[src/rtl/rc4_pkg.sv]
// Shared types and constants for the RC4 keystream/decrypt engine.
package rc4_pkg;

    localparam int unsigned BYTE_W = 8;

    localparam logic [BYTE_W-1:0] CHAR_LO = 8'h61;
    localparam logic [BYTE_W-1:0] CHAR_HI = 8'h7A;
    localparam logic [BYTE_W-1:0] CHAR_SP = 8'h20;

    // Encoding order is visible on stateTap: Idle=0 ... Done=10.
    typedef enum logic [3:0] {
        Idle,
        RdSi,
        LtSi,
        RdSj,
        LtSj,
        WrSi,
        WrSj,
        RdF,
        LtF,
        WrA,
        Done
    } rc4State_t;

endpackage

[src/rtl/rc4_char_checker.sv]
// Flags whether a plaintext byte is a lowercase letter or a space.
module rc4_char_checker
    import rc4_pkg::*;
#(
    parameter bit CHECK_EN = 1'b1
) (
    input  logic [BYTE_W-1:0] charByte,
    output logic              charOk
);

    if (CHECK_EN) begin : gCheck
        assign charOk = ((charByte >= CHAR_LO) && (charByte <= CHAR_HI)) || (charByte == CHAR_SP);
    end else begin : gNoCheck
        logic unusedByte;
        assign unusedByte = ^charByte;
        assign charOk     = 1'b1;
    end

endmodule

[src/rtl/rc4_prga_stream.sv]
// RC4 PRGA over a single-port S RAM: one keystream byte per 9 cycles, XORed with ciphertext ROM.
module rc4_prga_stream
    import rc4_pkg::*;
#(
    parameter int unsigned RAM_WIDTH          = 8,
    parameter int unsigned RAM_LENGTH         = 8,
    parameter int unsigned MESSAGE_LENGTH     = 32,
    parameter int unsigned MESSAGE_LOG_LENGTH = 5,
    parameter int unsigned DROP_N             = 0,
    parameter int unsigned CHECK_EN           = 1
) (
    input  logic                          clk,
    input  logic                          reset,
    input  logic                          start,
    input  logic [MESSAGE_LOG_LENGTH:0]   msgLen,
    output logic [RAM_LENGTH-1:0]         sAddr,
    output logic [RAM_WIDTH-1:0]          sIn,
    output logic                          sWren,
    input  logic [RAM_WIDTH-1:0]          sOut,
    output logic [MESSAGE_LOG_LENGTH-1:0] kAddr,
    input  logic [RAM_WIDTH-1:0]          kOut,
    output logic [MESSAGE_LOG_LENGTH-1:0] aAddr,
    output logic [RAM_WIDTH-1:0]          aIn,
    output logic                          aWren,
    output logic                          finished,
    output logic                          badChar,
    output logic [BYTE_W-1:0]             iTap,
    output logic [BYTE_W-1:0]             jTap,
    output logic [BYTE_W-1:0]             kTap,
    output logic [BYTE_W-1:0]             stateTap
);

    localparam int unsigned LenW  = MESSAGE_LOG_LENGTH + 1;
    localparam int unsigned DropW = (DROP_N > 0) ? $clog2(DROP_N + 1) : 1;

    rc4State_t                     state;
    logic [RAM_LENGTH-1:0]         i, j;
    logic [MESSAGE_LOG_LENGTH-1:0] k;
    logic [RAM_WIDTH-1:0]          si, sj, f, c;
    logic [DropW-1:0]              dropCnt;
    logic [LenW-1:0]               msgLenQ;

    logic [RAM_WIDTH-1:0] plain;
    logic                 charOk;
    logic                 inDrop;
    logic                 lastByte;

    assign plain = f ^ c;

    rc4_char_checker #(
        .CHECK_EN(CHECK_EN != 0)
    ) uChecker (
        .charByte(plain),
        .charOk  (charOk)
    );

    if (DROP_N > 0) begin : gDrop
        assign inDrop = dropCnt < DropW'(DROP_N);
    end else begin : gNoDrop
        logic unusedDrop;
        assign unusedDrop = ^dropCnt;
        assign inDrop     = 1'b0;
    end

    // Also stop at the end of the message memories if msgLen exceeds their depth.
    assign lastByte = ({1'b0, k} == msgLenQ - LenW'(1)) ||
                      ({1'b0, k} == LenW'(MESSAGE_LENGTH - 1));

    always_ff @(posedge clk or posedge reset) begin
        if (reset) begin
            state    <= Idle;
            i        <= '0;
            j        <= '0;
            k        <= '0;
            si       <= '0;
            sj       <= '0;
            f        <= '0;
            c        <= '0;
            dropCnt  <= '0;
            msgLenQ  <= '0;
            finished <= 1'b0;
            badChar  <= 1'b0;
        end else begin
            case (state)
                Idle: begin
                    if (start) begin
                        msgLenQ <= msgLen;
                        i       <= RAM_LENGTH'(1);
                        j       <= '0;
                        k       <= '0;
                        dropCnt <= '0;
                        badChar <= 1'b0;
                        state   <= (msgLen == '0) ? Done : RdSi;
                    end
                end
                RdSi: state <= LtSi;
                LtSi: begin
                    si    <= sOut;
                    j     <= j + RAM_LENGTH'(sOut);
                    state <= RdSj;
                end
                RdSj: state <= LtSj;
                LtSj: begin
                    sj    <= sOut;
                    state <= WrSi;
                end
                WrSi: state <= WrSj;
                WrSj: state <= RdF;
                RdF:  state <= LtF;
                LtF: begin
                    f     <= sOut;
                    c     <= kOut;
                    state <= WrA;
                end
                WrA: begin
                    i <= i + RAM_LENGTH'(1);
                    if (inDrop) begin
                        dropCnt <= dropCnt + DropW'(1);
                        state   <= RdSi;
                    end else if (!charOk) begin
                        badChar <= 1'b1;
                        state   <= Done;
                    end else if (lastByte) begin
                        state <= Done;
                    end else begin
                        k     <= k + MESSAGE_LOG_LENGTH'(1);
                        state <= RdSi;
                    end
                end
                Done: begin
                    // finished is shown for at least one cycle before start may release it.
                    finished <= 1'b1;
                    if (finished && !start) begin
                        finished <= 1'b0;
                        state    <= Idle;
                    end
                end
                default: state <= Idle;
            endcase
        end
    end

    always_comb begin
        sAddr = '0;
        sIn   = '0;
        sWren = 1'b0;
        kAddr = '0;
        aAddr = '0;
        aIn   = '0;
        aWren = 1'b0;
        case (state)
            RdSi: sAddr = i;
            RdSj: sAddr = j;
            WrSi: begin
                sAddr = i;
                sIn   = sj;
                sWren = 1'b1;
            end
            WrSj: begin
                sAddr = j;
                sIn   = si;
                sWren = 1'b1;
            end
            RdF: begin
                sAddr = RAM_LENGTH'(si + sj);
                kAddr = k;
            end
            WrA: begin
                aAddr = k;
                aIn   = plain;
                aWren = !inDrop;
            end
            default: ;
        endcase
    end

    assign iTap     = BYTE_W'(i);
    assign jTap     = BYTE_W'(j);
    assign kTap     = BYTE_W'(k);
    assign stateTap = BYTE_W'(state);

endmodule

[config.mk]
export PLATFORM = sky130hd
export DESIGN_NAME = rc4_prga_stream
export DESIGN_NICKNAME = d
export VERILOG_FILES = /design/src/rtl/rc4_pkg.sv /design/src/rtl/rc4_char_checker.sv /design/src/rtl/rc4_prga_stream.sv
export SDC_FILE = /design/constraint.sdc
export NUM_CORES = 1
export LEC_CHECK = 0
export CAP_MARGIN = 20
export CORE_AREA = 2 2 89 91
export CTS_BUF_LIST = sky130_fd_sc_hd__clkbuf_16
export DETAILED_ROUTE_END_ITERATION = 6
export DIE_AREA = 0 0 91 93
export PLACE_DENSITY = 0.85
export SYNTH_ARGS = -nofsm -noshare
export SYNTH_HDL_FRONTEND = slang
export SYNTH_SLANG_ARGS = --single-unit
[constraint.sdc]
create_clock -name clk -period 4 [get_ports clk]
set_input_delay 0.4 -clock clk [delete_from_list [all_inputs] [get_ports clk]]
set_output_delay 0.4 -clock clk [all_outputs]
set_load 0.02 [all_outputs]
# Word level (Yosys, flattened, before mapping)
# Index checks and enable logic that the tools add are counted.
[word_totals]
reg_bits = 65
in_bits = 25
word_cells = 80
output_inout_bits = 70
[op_classes]
n_mux = 25
eq_ne = 18
reduce_logical = 18
add_sub_neg = 5
magnitude_cmp = 2
bitwise = 1
[op_table]
columns = ["op", "n"]
rows = [
  ["one-hot mux 8 bit (2 select lines)", 3],
  ["one-hot mux 4 bit (11 select lines)", 1],
  ["two-way mux 5 bit", 5],
  ["two-way mux 8 bit", 3],
  ["one-hot mux 8 bit (3 select lines)", 1],
  ["two-way mux 4 bit", 5],
  ["adder 8 bit", 2],
  ["== test 4 x 3 -> 1 bit (second input constant)", 4],
  ["== test 4 bit (second input constant)", 3],
  ["inequality test 2 bit (second input constant)", 5],
  ["one-hot mux 5 bit (2 select lines)", 1],
  ["adder 8 x 1 -> 8 bit (second input constant)", 1],
  ["== test 4 x 2 -> 1 bit (second input constant)", 2],
  ["== test 8 x 6 -> 1 bit (second input constant)", 1],
  [">= comparator 8 x 7 -> 1 bit (second input constant)", 1],
  ["<= comparator 8 x 7 -> 1 bit (second input constant)", 1],
  ["AND reduction 2 bit", 4],
  ["bitwise XOR 8 bit", 1],
  ["== test 5 x 6 -> 1 bit", 1],
  ["zero test 6 bit", 1],
  ["OR reduction 2 bit", 3],
  ["subtractor 6 x 1 -> 6 bit (second input constant)", 1],
  ["adder 5 x 1 -> 5 bit (second input constant)", 1],
  ["== test 5 bit (second input constant)", 1],
  ["other kinds (10)", 17],
]

# Depth between registers and ports, before layout
[logic_depth]
depth_word = 6
mapped_depth = 9
depth_no_buf = 9

# Modules after synthesis
# From an unflattened synthesis, not the netlist that was laid out.
[hier_totals]
hier_cells = 414
area_unflattened_um2 = 4005.1
[by_module_without_submodules]
columns = ["mod", "cells_each", "seq_area_each_um2", "area_per_inst_um2", "n_inst"]
rows = [
  ["rc4_prga_stream", 404, 1626.6, 3941.3, 1],
  ["rc4_char_checker", 10, 0.0, 63.8, 1],
]

# Least setup slack after synthesis
# Ideal clock, no wire load.
[synth_timing]
path_kind = "register to output"
startpoint = "register si[0]"
endpoint = "output port sAddr[6]"
t_required_ps = 3600
path_slack_ps = 1490
arrival_time_ps = 2110
path_buffers = 0
stages_incl_launch_ff = 10
path_cell_list = "dfrtp_1 -> ha_1 -> inv_1 -> fa_1 -> nor2b_1 -> o21ai_0 -> a21boi_0 -> o21a_1 -> nor3_1 -> o31ai_1"
[synth_via]
elab_chain_cells = 2
[synth_rtl]
columns = ["item", "line_no", "source"]
rows = [
  ["start: declaration", "rc4_prga_stream.sv:39", "logic [RAM_WIDTH-1:0] si, sj, f, c;"],
  ["start signal: assignment", "rc4_prga_stream.sv:98", "si <= sOut;"],
  ["adder 8 bit", "rc4_prga_stream.sv:165", "sAddr = RAM_LENGTH'(si + sj);"],
  ["one-hot mux 8 bit (3 select lines)", "rc4_prga_stream.sv:151", "case (state)"],
  ["end: declaration", "rc4_prga_stream.sv:16", "output logic [RAM_LENGTH-1:0] sAddr,"],
]
# Every way passes these cells.

# Worst setup path in the final report
# Same ends and word-level chain as after synthesis.

==> flow_summary.toml <==
[status]
outcome = "finished clean"

[critical_path]
reg2regPathDepth = 5
timing.critical_path.from = "si[0]"
path_class = "flip-flop to primary output"
startpoint_type = "flip-flop"
arrival_ps = 2980
worst_ep_required_time_ps = 3600
cp-end-kind = "primary output"
critPathMaxFanout = 3
r2r-start = "state[0]"

[drt]
drc_errors = 0
drtIter0Drc = 241
dr.pass1.iters = 5
num_vias = 3443
antenna_left = 0
wl_per_cell_um = 17.4
wl_um = 10300
drt-vias-per-instance = 5.79

[clock_network]
clk_pin_slew_ps = 50
cts_sinks = 65
cts_hold_buf = 0
clockBufferDepth = 2
htree_levels = 3
postCtsSetupBuffers = 0
tritoncts = "done"
cts.root.buffer_cell = "clkbuf_16"
cts_resized = 0
cts_buffers = 9
clkLatencyLatePin_ps = 330

[yosys]
async_flop_share = 1.00
synth_mux_area_frac = 0.114
syn_inst = 405
synth-edff-count = 0
yosys.area_share.xor_xnor = 0.0637
synth_compound_area_frac = 0.133
synthFlopType = "dfrtp_1"
ys_types = 52
yosys.area_share.simple = 0.163
synth-seq-cells = 65
synth-seq-area-share = 0.408
syn_area_mm2 = 0.00399
ys_warn_count = 0
synth_area_per_cell_um2 = 9.85
synthAdderAreaFrac = 0.0665
synth_top_family_by_area = "simple AND/OR/NAND/NOR gates"

[timing]
fin_skew_ps = 8.72
worst_slew_pin_slew_ps = 832
whs_ps = 519
period_share = 0.845
hold_violations = 0
finalCriticalPeriod_ps = 3380
setup_viol = 0
rsz0062_at_grt = "false"
finalSetupTns_ps = 0
max-slew-margin-rel = 0.444
max_freq_ghz = 0.296
slew_viol_final = 0

[power_and_ir_drop]
finalPower_mw = 4.18
p_per_area_mw_per_mm2 = 805
peakVddDrop_v = 0.000366
cellLeakagePower_nw = 2.24

[global_route]
top_usage_layer = "met2"
grt_max_degree = 38
antenna_found_initial = 0
grtUsageTotal = 0.258
met3_usage = 0.0338
grt_pass1_wl_um = 17200
grt_pass1_vias = 3384
grtUsageMet1 = 0.339
grt_remaining_overflow = 0
use_met2 = 0.442

[final_layout]
stdcell_count = 595
final_cell_mix = "clkdlybuf4s50_1, dfrtp_1, nor2_1, mux2_2, o21ai_0"
num_antenna_cells = 0
final-seq-area_mm2 = 0.00163
drive_gt1_frac = 0.120
multi_input_area_mm2 = 0.00219
fillCellCount = 587
syn2layout_area_growth_pct = 30.1
fin_nets = 533
final_common_cell = "clkdlybuf4s50_1"

[placement]
gp_congestion = 0.926
dp_cells = 577
dpl.hpwl_um = 7300
port_buffers = 87

[hold_path]
holdCritStartpoint = "finished"
hold_path.class = "flip-flop to flip-flop"
min_path_cells = 2

[die]
core_mm2 = 0.00753
die_height_um = 93
fp.dieW_um = 91
start_util = 0.530
rows = 32
design.die.area_mm2 = 0.00846
io-pin-count = 95

[run]
cap_violations = 0
kinds of logic after synthesis:
| group | count (synthesis) |
|---|---|
| other cells | 1 |
| simple gates | 128 |
| flops | 65 |
| xor+xnor | 29 |
| buf+inv | 41 |
| compound gates | 80 |
| fa+ha+maj | 20 |
| mux | 41 |
cell usage after synthesis, types with 5 or more instances:
cell | n | area, um^2
xnor2_1 | 17 | 149
inv_1 | 16 | 60.1
buf_4 | 7 | 52.6
a22oi_1 | 12 | 90.1
xor2_1 | 12 | 105
nand3_1 | 25 | 125
nor2b_1 | 6 | 37.5
dfrtp_1 | 65 | 1630
mux2i_1 | 5 | 50.1
nor3_1 | 7 | 35.0
ha_1 | 18 | 225
nand2_1 | 19 | 71.3
and2_1 | 13 | 81.3
clkbuf_1 | 12 | 45.0
nor2_1 | 41 | 154
a21oi_1 | 7 | 35.0
mux2_2 | 36 | 405
o21ai_0 | 28 | 140
path summary, 6_finish.rpt:
check	to	slack [ps]
max in group asynchronous	sj[1]	2580
setup / recovery	sAddr[6]	620
hold reg to reg	finished	520
min in group asynchronous	msgLenQ[3]	540
setup reg to reg	k[2]	1420
hold / removal	finished	520
worst max-delay path, cell delays in order (launching register included):
cell             delay, ps
dfrtp_1                360
ha_1                   180
inv_1                   60
fa_1                   410
nor2b_1                120
o21ai_0                130
a21boi_0               270
o21a_1                 160
nor3_1                  50
o31ai_1                250
clkdlybuf4s50_1        650
metal layers:
metal	wire length, um	part of all wire
met2	5140	0.50
met5	0	0
met3	720	0.070
met1	4340	0.42
met4	150	0.014
metrics by stage:
step	area, um^2	utilization	worst slack, ps
after floorplan	4010	-	1490
after global placement	4890	0.650	1060
after detailed placement	4890	0.650	1030
after CTS	5170	0.687	654
after global routing	5190	0.689	353
final	5190	0.689	621
power breakdown:
group          total [mW]  internal [mW]  leakage [nW]  switching (mW)
Clock               0.739          0.469         0.144           0.270
Sequential           1.27          0.934         0.811           0.334
Combinational        2.17           1.03          1.28            1.14
flip-flops by register name, indices dropped and copies added (netlist names), 4 cells and up:
register  flops
k             5
state         4
c             8
iTap          8
jTap          8
msgLenQ       6
f             8
sj            8
si            8
final cells by class:
class / count / share of cell area
tap: 102 / 0.0246
timing repair buffer: 91 / 0.174
sequential: 65 / 0.313
clock buffer: 9 / 0.0434
multi-input combinational: 305 / 0.422
clock inverter: 7 / 0.0104
inverter: 16 / 0.0116
Note: power is estimated with default switching activity, not from simulation.
